==> src/rtl/frv_pkg.sv <==
// Shared types and constants for the frv Wishbone arbiter slice.
package frv_pkg;

    typedef enum logic {
        IDLE = 1'b0,
        BUSY = 1'b1
    } arb_state_e;

    localparam int CNT_W = 8;

    // Width of a master-index pointer; never zero so NMASTER=1 still has a real port.
    function automatic int ptr_w(input int n);
        return (n > 1) ? $clog2(n) : 1;
    endfunction

endpackage

==> src/rtl/frv_rr_pick.sv <==
// Combinational round-robin picker: first set req bit at or after ptr, wrapping.
module frv_rr_pick
    import frv_pkg::*;
#(
    parameter int N  = 2,
    parameter int PW = ptr_w(N)
) (
    input  logic [N-1:0]  req,
    input  logic [PW-1:0] ptr,
    output logic [N-1:0]  gnt
);

    logic [PW-1:0] idx;

    // Walk offsets from farthest to nearest so the nearest requester overwrites.
    always_comb begin
        gnt = '0;
        idx = '0;
        for (int i = N - 1; i >= 0; i--) begin
            idx = PW'((int'(ptr) + i) % N);
            if (|(req & (N'(1) << idx))) begin
                gnt = N'(1) << idx;
            end
        end
    end

endmodule

==> src/rtl/frv_wb_arb.sv <==
// Round-robin Wishbone classic arbiter: NMASTER masters onto one slave, with stall timeout.
module frv_wb_arb
    import frv_pkg::*;
#(
    parameter int NMASTER = 2,
    parameter int TIMEOUT = 255
) (
    input  logic                    clk_i,
    input  logic                    rst_in,
    input  logic [NMASTER-1:0]      m_cyc_i,
    input  logic [NMASTER-1:0]      m_stb_i,
    input  logic [NMASTER-1:0]      m_we_i,
    input  logic [4*NMASTER-1:0]    m_be_i,
    input  logic [32*NMASTER-1:0]   m_adr_i,
    input  logic [32*NMASTER-1:0]   m_dat_i,
    output logic [31:0]             m_dat_o,
    output logic [NMASTER-1:0]      m_ack_o,
    output logic [NMASTER-1:0]      m_err_o,
    output logic                    s_cyc_o,
    output logic                    s_stb_o,
    output logic                    s_we_o,
    output logic [3:0]              s_be_o,
    output logic [31:0]             s_adr_o,
    output logic [31:0]             s_dat_o,
    input  logic [31:0]             s_dat_i,
    input  logic                    s_ack_i,
    output logic [NMASTER-1:0]      gnt_o
);

    localparam int              PW     = ptr_w(NMASTER);
    localparam logic [CNT_W-1:0] TO_VAL = CNT_W'(TIMEOUT);

    arb_state_e         state_q, state_d;
    logic [NMASTER-1:0] gnt_q, gnt_d;
    logic [PW-1:0]      rr_ptr_q, rr_ptr_d;
    logic [CNT_W-1:0]   cnt_q, cnt_d;

    logic [NMASTER-1:0] req, pick;
    logic [PW-1:0]      pick_idx;
    logic               sel_cyc, sel_stb, sel_we;
    logic [3:0]         sel_be;
    logic [31:0]        sel_adr, sel_dat;
    logic               busy, timeout_hit;

    assign req  = m_cyc_i & m_stb_i;
    assign busy = (state_q == BUSY);

    frv_rr_pick #(.N(NMASTER), .PW(PW)) u_pick (
        .req (req),
        .ptr (rr_ptr_q),
        .gnt (pick)
    );

    // gnt_q is all-zero outside BUSY, so this mux also yields zeros when idle.
    always_comb begin
        sel_cyc  = 1'b0;
        sel_stb  = 1'b0;
        sel_we   = 1'b0;
        sel_be   = '0;
        sel_adr  = '0;
        sel_dat  = '0;
        pick_idx = '0;
        for (int k = 0; k < NMASTER; k++) begin
            if (gnt_q[k]) begin
                sel_cyc = m_cyc_i[k];
                sel_stb = m_stb_i[k];
                sel_we  = m_we_i[k];
                sel_be  = m_be_i[4*k +: 4];
                sel_adr = m_adr_i[32*k +: 32];
                sel_dat = m_dat_i[32*k +: 32];
            end
            if (pick[k]) begin
                pick_idx = PW'(k);
            end
        end
    end

    // A same-cycle ack beats the timeout.
    assign timeout_hit = (TIMEOUT != 0) && busy && (cnt_q == TO_VAL) && !s_ack_i;

    assign s_cyc_o = busy & sel_cyc & ~timeout_hit;
    assign s_stb_o = busy & sel_stb & ~timeout_hit;
    assign s_we_o  = busy & sel_we;
    assign s_be_o  = busy ? sel_be  : 4'h0;
    assign s_adr_o = busy ? sel_adr : 32'h0;
    assign s_dat_o = busy ? sel_dat : 32'h0;

    assign m_dat_o = s_dat_i;
    assign m_ack_o = busy ? (gnt_q & {NMASTER{s_ack_i}}) : '0;
    assign m_err_o = gnt_q & {NMASTER{timeout_hit}};
    assign gnt_o   = gnt_q;

    always_comb begin
        state_d  = state_q;
        gnt_d    = gnt_q;
        rr_ptr_d = rr_ptr_q;
        cnt_d    = '0;
        case (state_q)
            IDLE: begin
                if (|req) begin
                    state_d  = BUSY;
                    gnt_d    = pick;
                    rr_ptr_d = PW'((int'(pick_idx) + 1) % NMASTER);
                end
            end
            BUSY: begin
                if (!sel_cyc || timeout_hit) begin
                    state_d = IDLE;
                    gnt_d   = '0;
                end else if (sel_stb && !s_ack_i) begin
                    cnt_d = cnt_q + CNT_W'(1);
                end
            end
            default: begin
                state_d = IDLE;
                gnt_d   = '0;
            end
        endcase
    end

    always_ff @(posedge clk_i or negedge rst_in) begin
        if (!rst_in) begin
            state_q  <= IDLE;
            gnt_q    <= '0;
            rr_ptr_q <= '0;
            cnt_q    <= '0;
        end else begin
            state_q  <= state_d;
            gnt_q    <= gnt_d;
            rr_ptr_q <= rr_ptr_d;
            cnt_q    <= cnt_d;
        end
    end

endmodule

==> config.mk <==
export PLATFORM = sky130hd
export DESIGN_NAME = frv_wb_arb
export DESIGN_NICKNAME = d
export VERILOG_FILES = /design/src/rtl/frv_pkg.sv /design/src/rtl/frv_rr_pick.sv /design/src/rtl/frv_wb_arb.sv
export SDC_FILE = /design/constraint.sdc
export NUM_CORES = 1
export LEC_CHECK = 0
export BUFFER_PORTS_ARGS = -buffer_cell sky130_fd_sc_hd__clkbuf_2
export CAP_MARGIN = 15
export CORE_AREA = 10 10 103 105
export CTS_BUF_LIST = sky130_fd_sc_hd__clkbuf_4 sky130_fd_sc_hd__clkbuf_8
export CTS_CLUSTER_SIZE = 14
export DETAILED_ROUTE_END_ITERATION = 10
export DIE_AREA = 0 0 113 115
export PLACE_DENSITY_LB_ADDON = 0.1
export SLEW_MARGIN = 20
export SYNTH_ARGS = -nofsm -noshare
export SYNTH_HDL_FRONTEND = slang
export SYNTH_SLANG_ARGS = --single-unit
==> constraint.sdc <==
create_clock -name clk_i -period 1.9 [get_ports clk_i]
set_input_delay 0.19 -clock clk_i [delete_from_list [all_inputs] [get_ports clk_i]]
set_output_delay 0.19 -clock clk_i [all_outputs]
set_load 0.01 [all_outputs]
==> results of run 1 <==
==> Yosys cell counts <==
| master | count |
|---|---|
| a21oi_1 | 1 |
| xor2_1 | 2 |
| buf_4 | 35 |
| buf_2 | 11 |
| nand4_1 | 1 |
| xnor2_1 | 1 |
| o21ai_0 | 3 |
| nor3_1 | 8 |
| o221ai_2 | 1 |
| dfrtp_1 | 12 |
| a22o_1 | 69 |
| a211oi_2 | 2 |
| nor2_1 | 6 |
| nand2_1 | 5 |
| nand3b_1 | 1 |
| and2_1 | 2 |
| a211oi_1 | 1 |
| and4b_1 | 1 |
| nand3_1 | 4 |
| nor2_2 | 1 |
| nand4b_1 | 1 |
| ha_1 | 1 |
| a32oi_1 | 2 |
| a31oi_2 | 1 |
| a21o_1 | 1 |
| or3_1 | 3 |
| inv_1 | 4 |
| nand3_2 | 1 |
| o31ai_1 | 3 |
| nand4_2 | 1 |
| clkbuf_2 | 1 |
| and3b_1 | 3 |
| buf_6 | 2 |
==> critical path: cells and delay by family, from the launching register on <==
kind / cells / cell delay (ns)
simple gates: 1 / 0.24
compound gates: 1 / 0.30
buf+inv: 2 / 0.33
flops: 1 / 0.46
==> timing repair <==
| action | in CTS | in global routing |
|---|---|---|
| endpoints found under the setup margin | 30 | 17 |
| cloned | 0 | 0 |
| hold buffers | 1 | 0 |
| buffers inserted | 0 | 1 |
| pin swaps | 0 | 1 |
| resized for setup | 3 | 5 |
| hold endpoints to repair | 12 | 0 |
==> flip-flops by register name, summed over array words and instances (netlist names) <==
register	flops
cnt_q	8
gnt_o	2
busy	1
rr_ptr_q	1
==> power by group through the flow <==
stage	Clock (µW)	Sequential, µW	Combinational [µW]
2_1_floorplan	0	320	829
3_3_place_gp	0	351	1360
5_1_grt	294	365	1460
4_1_cts	284	351	1380
3_5_place_dp	0	351	1360
6_report	277	356	1350
==> metal layers <==
layer / routed length [µm] / global-route usage (%)
met2: 5330 / 24.7
met3: 1230 / 6.51
met1: 4280 / 17.5
met5: 13 / 0
met4: 24 / 1.35
==> through the flow <==
step / cell area [µm²] / instances
after detailed placement: 2620 / 477
after floorplan: 1650 / 191
after global placement: 2620 / 477
after global routing: 2720 / 483
final: 2720 / 484
after CTS: 2700 / 482
==> how the worst max path moves through the flow <==
stage,from,to,slack [ns],depth (start not counted)
floorplan,gnt_o[1],s_dat_o[21],0.39,6
global placement,busy,s_dat_o[22],0.17,5
detailed placement,busy,s_dat_o[22],0.13,5
CTS,cnt_q[0],s_cyc_o,0.01,5
global route,gnt_o[0],s_dat_o[22],0.02,5
finish,busy,s_dat_o[22],0.12,4
==> cells by family after synthesis <==
logic type,count (synthesis),share of synthesized area (%)
DFF,12,18.2
buffers and inverters,53,21.8
xor gates and xnor gates,3,1.59
adders and majority gates,1,0.757
and+or+nand+nor,38,13.3
AOI/OAI and AO/OA,84,44.3
==> layout make-up <==
type                       instances  area, µm²  area share [%]
timing repair buffer             229       1200            44.3
multi-input combinational        126       1010            37.0
sequential                        12        303            11.1
tap                              108        135            4.96
clock buffer                       4       55.1            2.02
inverter                           4       15.0           0.551
antenna                            1       2.50          0.0919
==> results.json, run 1 <==
{
  "areaGrowthSynthToFinish_pct": 64.8,
  "holdWs_ns": 0.304,
  "final.setup.worst_slack_ns": 0.125,
  "cts_buffers": 3,
  "yosys_warnings": 0,
  "num_rows": 34,
  "via_per_inst": 4.71,
  "power_switching_uw": 883,
  "portBuffers": 221,
  "detail_route.iter0.violations": 139,
  "layout_min_cycle_time_ns": 1.78,
  "clock_path_buffers": 2,
  "cts_max_level": 1,
  "finalNetCount": 554,
  "hpwlAfterDp_mm": 9.56,
  "drv_slew": 0,
  "cts.sinks": 12,
  "pwr-share-seq_pct": 17.9,
  "grt_pass1_wl_mm": 15.0,
  "min_path_cells": 4,
  "cp_slowest_cell": "dfrtp_2",
  "insertion_delay_ns": 0.24,
  "min_period_over_period_pct": 93.4,
  "start_kind": "register",
  "final.fill_count": 939,
  "yosysSeqAreaShare_pct": 18.2,
  "p_int_uw": 1100,
  "p_total_uw": 1980,
  "p_leak_uw": 0.00153,
  "synthesis.area_mm2": 0.00165,
  "dr_total_vias": 2280,
  "holdCritStartpoint": "s_ack_i",
  "die_w_um": 113,
  "grt.total_usage_pct": 14.7,
  "boundaryPins": 286,
  "worst_r2r_endpoint": "cnt_q[6]",
  "synth_top_area_share_pct": 36.6,
  "synth.distinct_cells": 33,
  "criticalPathCategory": "register to output port",
  "cp_cell_sequence": "and2_2 -> buf_12 -> a22o_1 -> clkbuf_2",
  "synth_seq_cells": 12,
  "worst_ir_drop_vdd_uv": 413,
  "ant_nets": 0,
  "most-common-layout-cells": "clkbuf_2, a22o_1, dfrtp_1",
  "clock_power_share_pct": 14.0,
  "grt_pass1_vias": 2271,
  "worst_pin_slew_ns": 0.302,
  "powerDensity_mw_per_mm2": 729,
  "setup_tns_ns": 0,
  "avgSynthCellArea_um2": 8.65,
  "syn_inst": 191,
  "reg2reg_slack_ns": 0.35,
  "critPathMaxStageDelay_ns": 0.46,
  "dpl_worst_slack_ns": 0.131,
  "rsz0062_at_grt": "no",
  "path_max_fanout": 39,
  "crit_path_end_kind": "output port",
  "status": "completed",
  "utilization_pct": 31.8,
  "switching_share_pct": 44.5,
  "synth_area_leaders": "a22o_1, dfrtp_1, buf_4",
  "firstDrtPassIters": 4,
  "crit_arrival_ns": 1.59,
  "finalSetupViolCount": 0,
  "drc": 0,
  "coreArea_mm2": 0.00855,
  "final_common_cell": "clkbuf_2",
  "drive_gt1_share_pct": 65.1,
  "clk_pin_slew_ns": 0.05,
  "cts_root_buf": "clkbuf_8",
  "r2r_start": "cnt_q[0]",
  "hold_class": "input port to register",
  "fmax_ghz": 0.563,
  "synth_top_cell_by_area": "a22o_1",
  "finalClockSkew_ns": 0.00375,
  "hold_end": "cnt_q[1]",
  "wl_mm": 10.9,
  "comb_power_share_pct": 68.1,
  "hold_viol_final": 0,
  "slew_headroom_pct": 79.9,
  "syn_nets": 369,
  "dieArea_mm2": 0.0130,
  "antenna_found_initial": 1,
  "cts_tree": "built",
  "gr-total-overflow": 0,
  "start_util_pct": 19.3,
  "worstPathRequired_ns": 1.71,
  "die-height_um": 115,
  "cap_viol_max_count": 0,
  "reg2reg_depth": 6,
  "gp_congestion": 0.797,
  "grt_max_degree": 47,
  "wl_per_cell_um": 22.5
}
Note: power is estimated with default switching activity, not from simulation.
==> run 2: changes to the inputs <==
--- a/config.mk
+++ b/config.mk
@@ -7,11 +7,13 @@
 export LEC_CHECK = 0
 export BUFFER_PORTS_ARGS = -buffer_cell sky130_fd_sc_hd__clkbuf_2
 export CAP_MARGIN = 15
-export CORE_AREA = 10 10 103 105
+export CELL_PAD_IN_SITES_DETAIL_PLACEMENT = 0
+export CELL_PAD_IN_SITES_GLOBAL_PLACEMENT = 2
+export CORE_MARGIN = 10
+export CORE_UTILIZATION = 11
 export CTS_BUF_LIST = sky130_fd_sc_hd__clkbuf_4 sky130_fd_sc_hd__clkbuf_8
 export CTS_CLUSTER_SIZE = 14
 export DETAILED_ROUTE_END_ITERATION = 10
-export DIE_AREA = 0 0 113 115
 export PLACE_DENSITY_LB_ADDON = 0.1
 export SLEW_MARGIN = 20
 export SYNTH_ARGS = -nofsm -noshare
==> run 2 against run 1 <==
Net effect: critical path depth did not move; via count rose by 1.4%; worst setup slack improved by 0.016 ns; wire length rose by 15%; die area rose by 56%; final cell count rose by 17%; sequential share of layout area fell by 0.71 points; register-to-register slack improved by 0.10 ns; global-route usage fell by 3.9 points; core utilization fell by 12 points; non-clock buffer count rose by 7.
==> results.json, run 2 (same netlist as run 1, synthesis figures left out) <==
{
  "final_common_cell": "clkbuf_2",
  "grt_pass1_vias": 2322,
  "cp_cell_sequence": "and2_2 -> clkbuf_16 -> a22o_1 -> clkbuf_2",
  "num_rows": 44,
  "start_util_pct": 11.3,
  "p_leak_uw": 0.00158,
  "finalNetCount": 561,
  "drv_slew": 0,
  "via_per_inst": 4.08,
  "hold_class": "input port to register",
  "regMostFlops": "cnt_q",
  "placed_area_mm2": 0.00273,
  "wl_per_cell_um": 22.1,
  "portBuffers": 221,
  "ant_nets": 0,
  "min_period_over_period_pct": 92.6,
  "start_kind": "register",
  "path_delay_family": "flip-flops",
  "die-height_um": 143,
  "drive_gt1_share_pct": 66.0,
  "dr_total_vias": 2312,
  "grt.total_usage_pct": 10.8,
  "die_w_um": 143,
  "n_antenna_cell": 0,
  "coreArea_mm2": 0.0146,
  "final_cell_area_mm2": 0.00291,
  "gp_congestion": 0.742,
  "worst_pin_slew_ns": 0.327,
  "areaGrowthSynthToFinish_pct": 76.1,
  "layout_min_cycle_time_ns": 1.76,
  "cts_root_buf": "clkbuf_8",
  "cts_buffers": 3,
  "firstDrtPassIters": 4,
  "boundaryPins": 286,
  "hold_viol_final": 0,
  "worstPathRequired_ns": 1.71,
  "timing.critical_path.buf_inv": 2,
  "worst_ir_drop_vdd_uv": 278,
  "cts.sinks": 12,
  "dieArea_mm2": 0.0203,
  "wl_mm": 12.5,
  "drc": 0,
  "status": "completed",
  "finalSetupViolCount": 0,
  "utilization_pct": 19.9,
  "largest_register_ffs": 8,
  "critPathMaxStageDelay_ns": 0.45,
  "rsz0062_at_grt": "no",
  "clk_pin_slew_ns": 0.06,
  "powerDensity_mw_per_mm2": 721,
  "gr-total-overflow": 0,
  "hpwlAfterDp_mm": 10.3,
  "final_cells": 566,
  "most-common-layout-cells": "clkbuf_2, a22o_1, dfrtp_1",
  "cp_slowest_cell": "dfrtp_2",
  "cap_viol_max_count": 0,
  "criticalPathCategory": "register to output port",
  "path_max_fanout": 34,
  "grt_pass1_wl_mm": 16.6,
  "place_inst": 554,
  "cts_tree": "built",
  "cts_max_level": 1,
  "clock_path_buffers": 2,
  "setup_tns_ns": 0,
  "grt_max_degree": 70,
  "detail_route.iter0.violations": 53,
  "crit_path_end_kind": "output port",
  "insertion_delay_ns": 0.24,
  "slew_headroom_pct": 78.2,
  "fmax_ghz": 0.568,
  "holdWs_ns": 0.318,
  "crit_arrival_ns": 1.57,
  "antenna_found_initial": 0,
  "finalClockSkew_ns": 0.00240
}
-- run 2: worst min-delay path, cell delays in order --
cell,delay [ns]
clkbuf_2,0.11
nand3b_1,0.09
a32oi_1,0.07
o31ai_1,0.06
-- run 2: final cells by class --
type	instances	area, µm²
inverters	4	15.0
clock buffers	4	55.1
fillers	1690	11700
flip-flops and latches	12	303
well taps	184	230
repair buffers	236	1300
multi-input cells	126	1010
-- run 2: path summary, 6_finish.rpt --
| check | start | end | slack (ns) | depth (start not counted) |
|---|---|---|---|---|
| max | busy | s_dat_o[16] | 0.14 | 4 |
| min | m_stb_i[0] | gnt_o[1] | 0.32 | 4 |
| max reg2reg | cnt_q[0] | cnt_q[6] | 0.45 | 5 |
| min reg2reg | rr_ptr_q | rr_ptr_q | 0.48 | 1 |
| max in group asynchronous | rst_in | gnt_o[0] | 1.26 | 2 |
| min in group asynchronous | rst_in | cnt_q[0] | 0.37 | 2 |
-- run 2: what timing repair did --
item / CTS / global route
hold buffers: 1 / 0
gates resized for setup: 1 / 5
pin swaps: 0 / 1
setup endpoints to repair: 58 / 71
buffers inserted: 0 / 5
endpoints found under the hold margin: 12 / 0
gates cloned: 1 / 1
-- run 2: layer usage --
layer / GRT usage [%] / wire (µm) / up-vias
met2: 20.7 / 6620 / 127
li1: - / - / 1104
met3: 3.10 / 1160 / 6
met1: 11.4 / 4640 / 1075
met4: 1.85 / 83 / 0
met5: 0 / 0 / -
-- run 2: power by group --
group | leakage, µW | total, µW | internal (µW) | switching, µW
clock | 0.0000288 | 285 | 183 | 102
sequential | 0.000158 | 341 | 291 | 49.7
combinational | 0.00139 | 1470 | 691 | 781
total | 0.00158 | 2100 | 1170 | 932
-- run 2: stage by stage --
step / power [µW] / setup WS [ns]
after floorplan: 1150 / 0.387
after global placement: 1760 / 0.210
after detailed placement: 1730 / 0.182
after CTS: 2070 / -0.0221
after global routing: 2270 / 0.0154
final: 2100 / 0.140
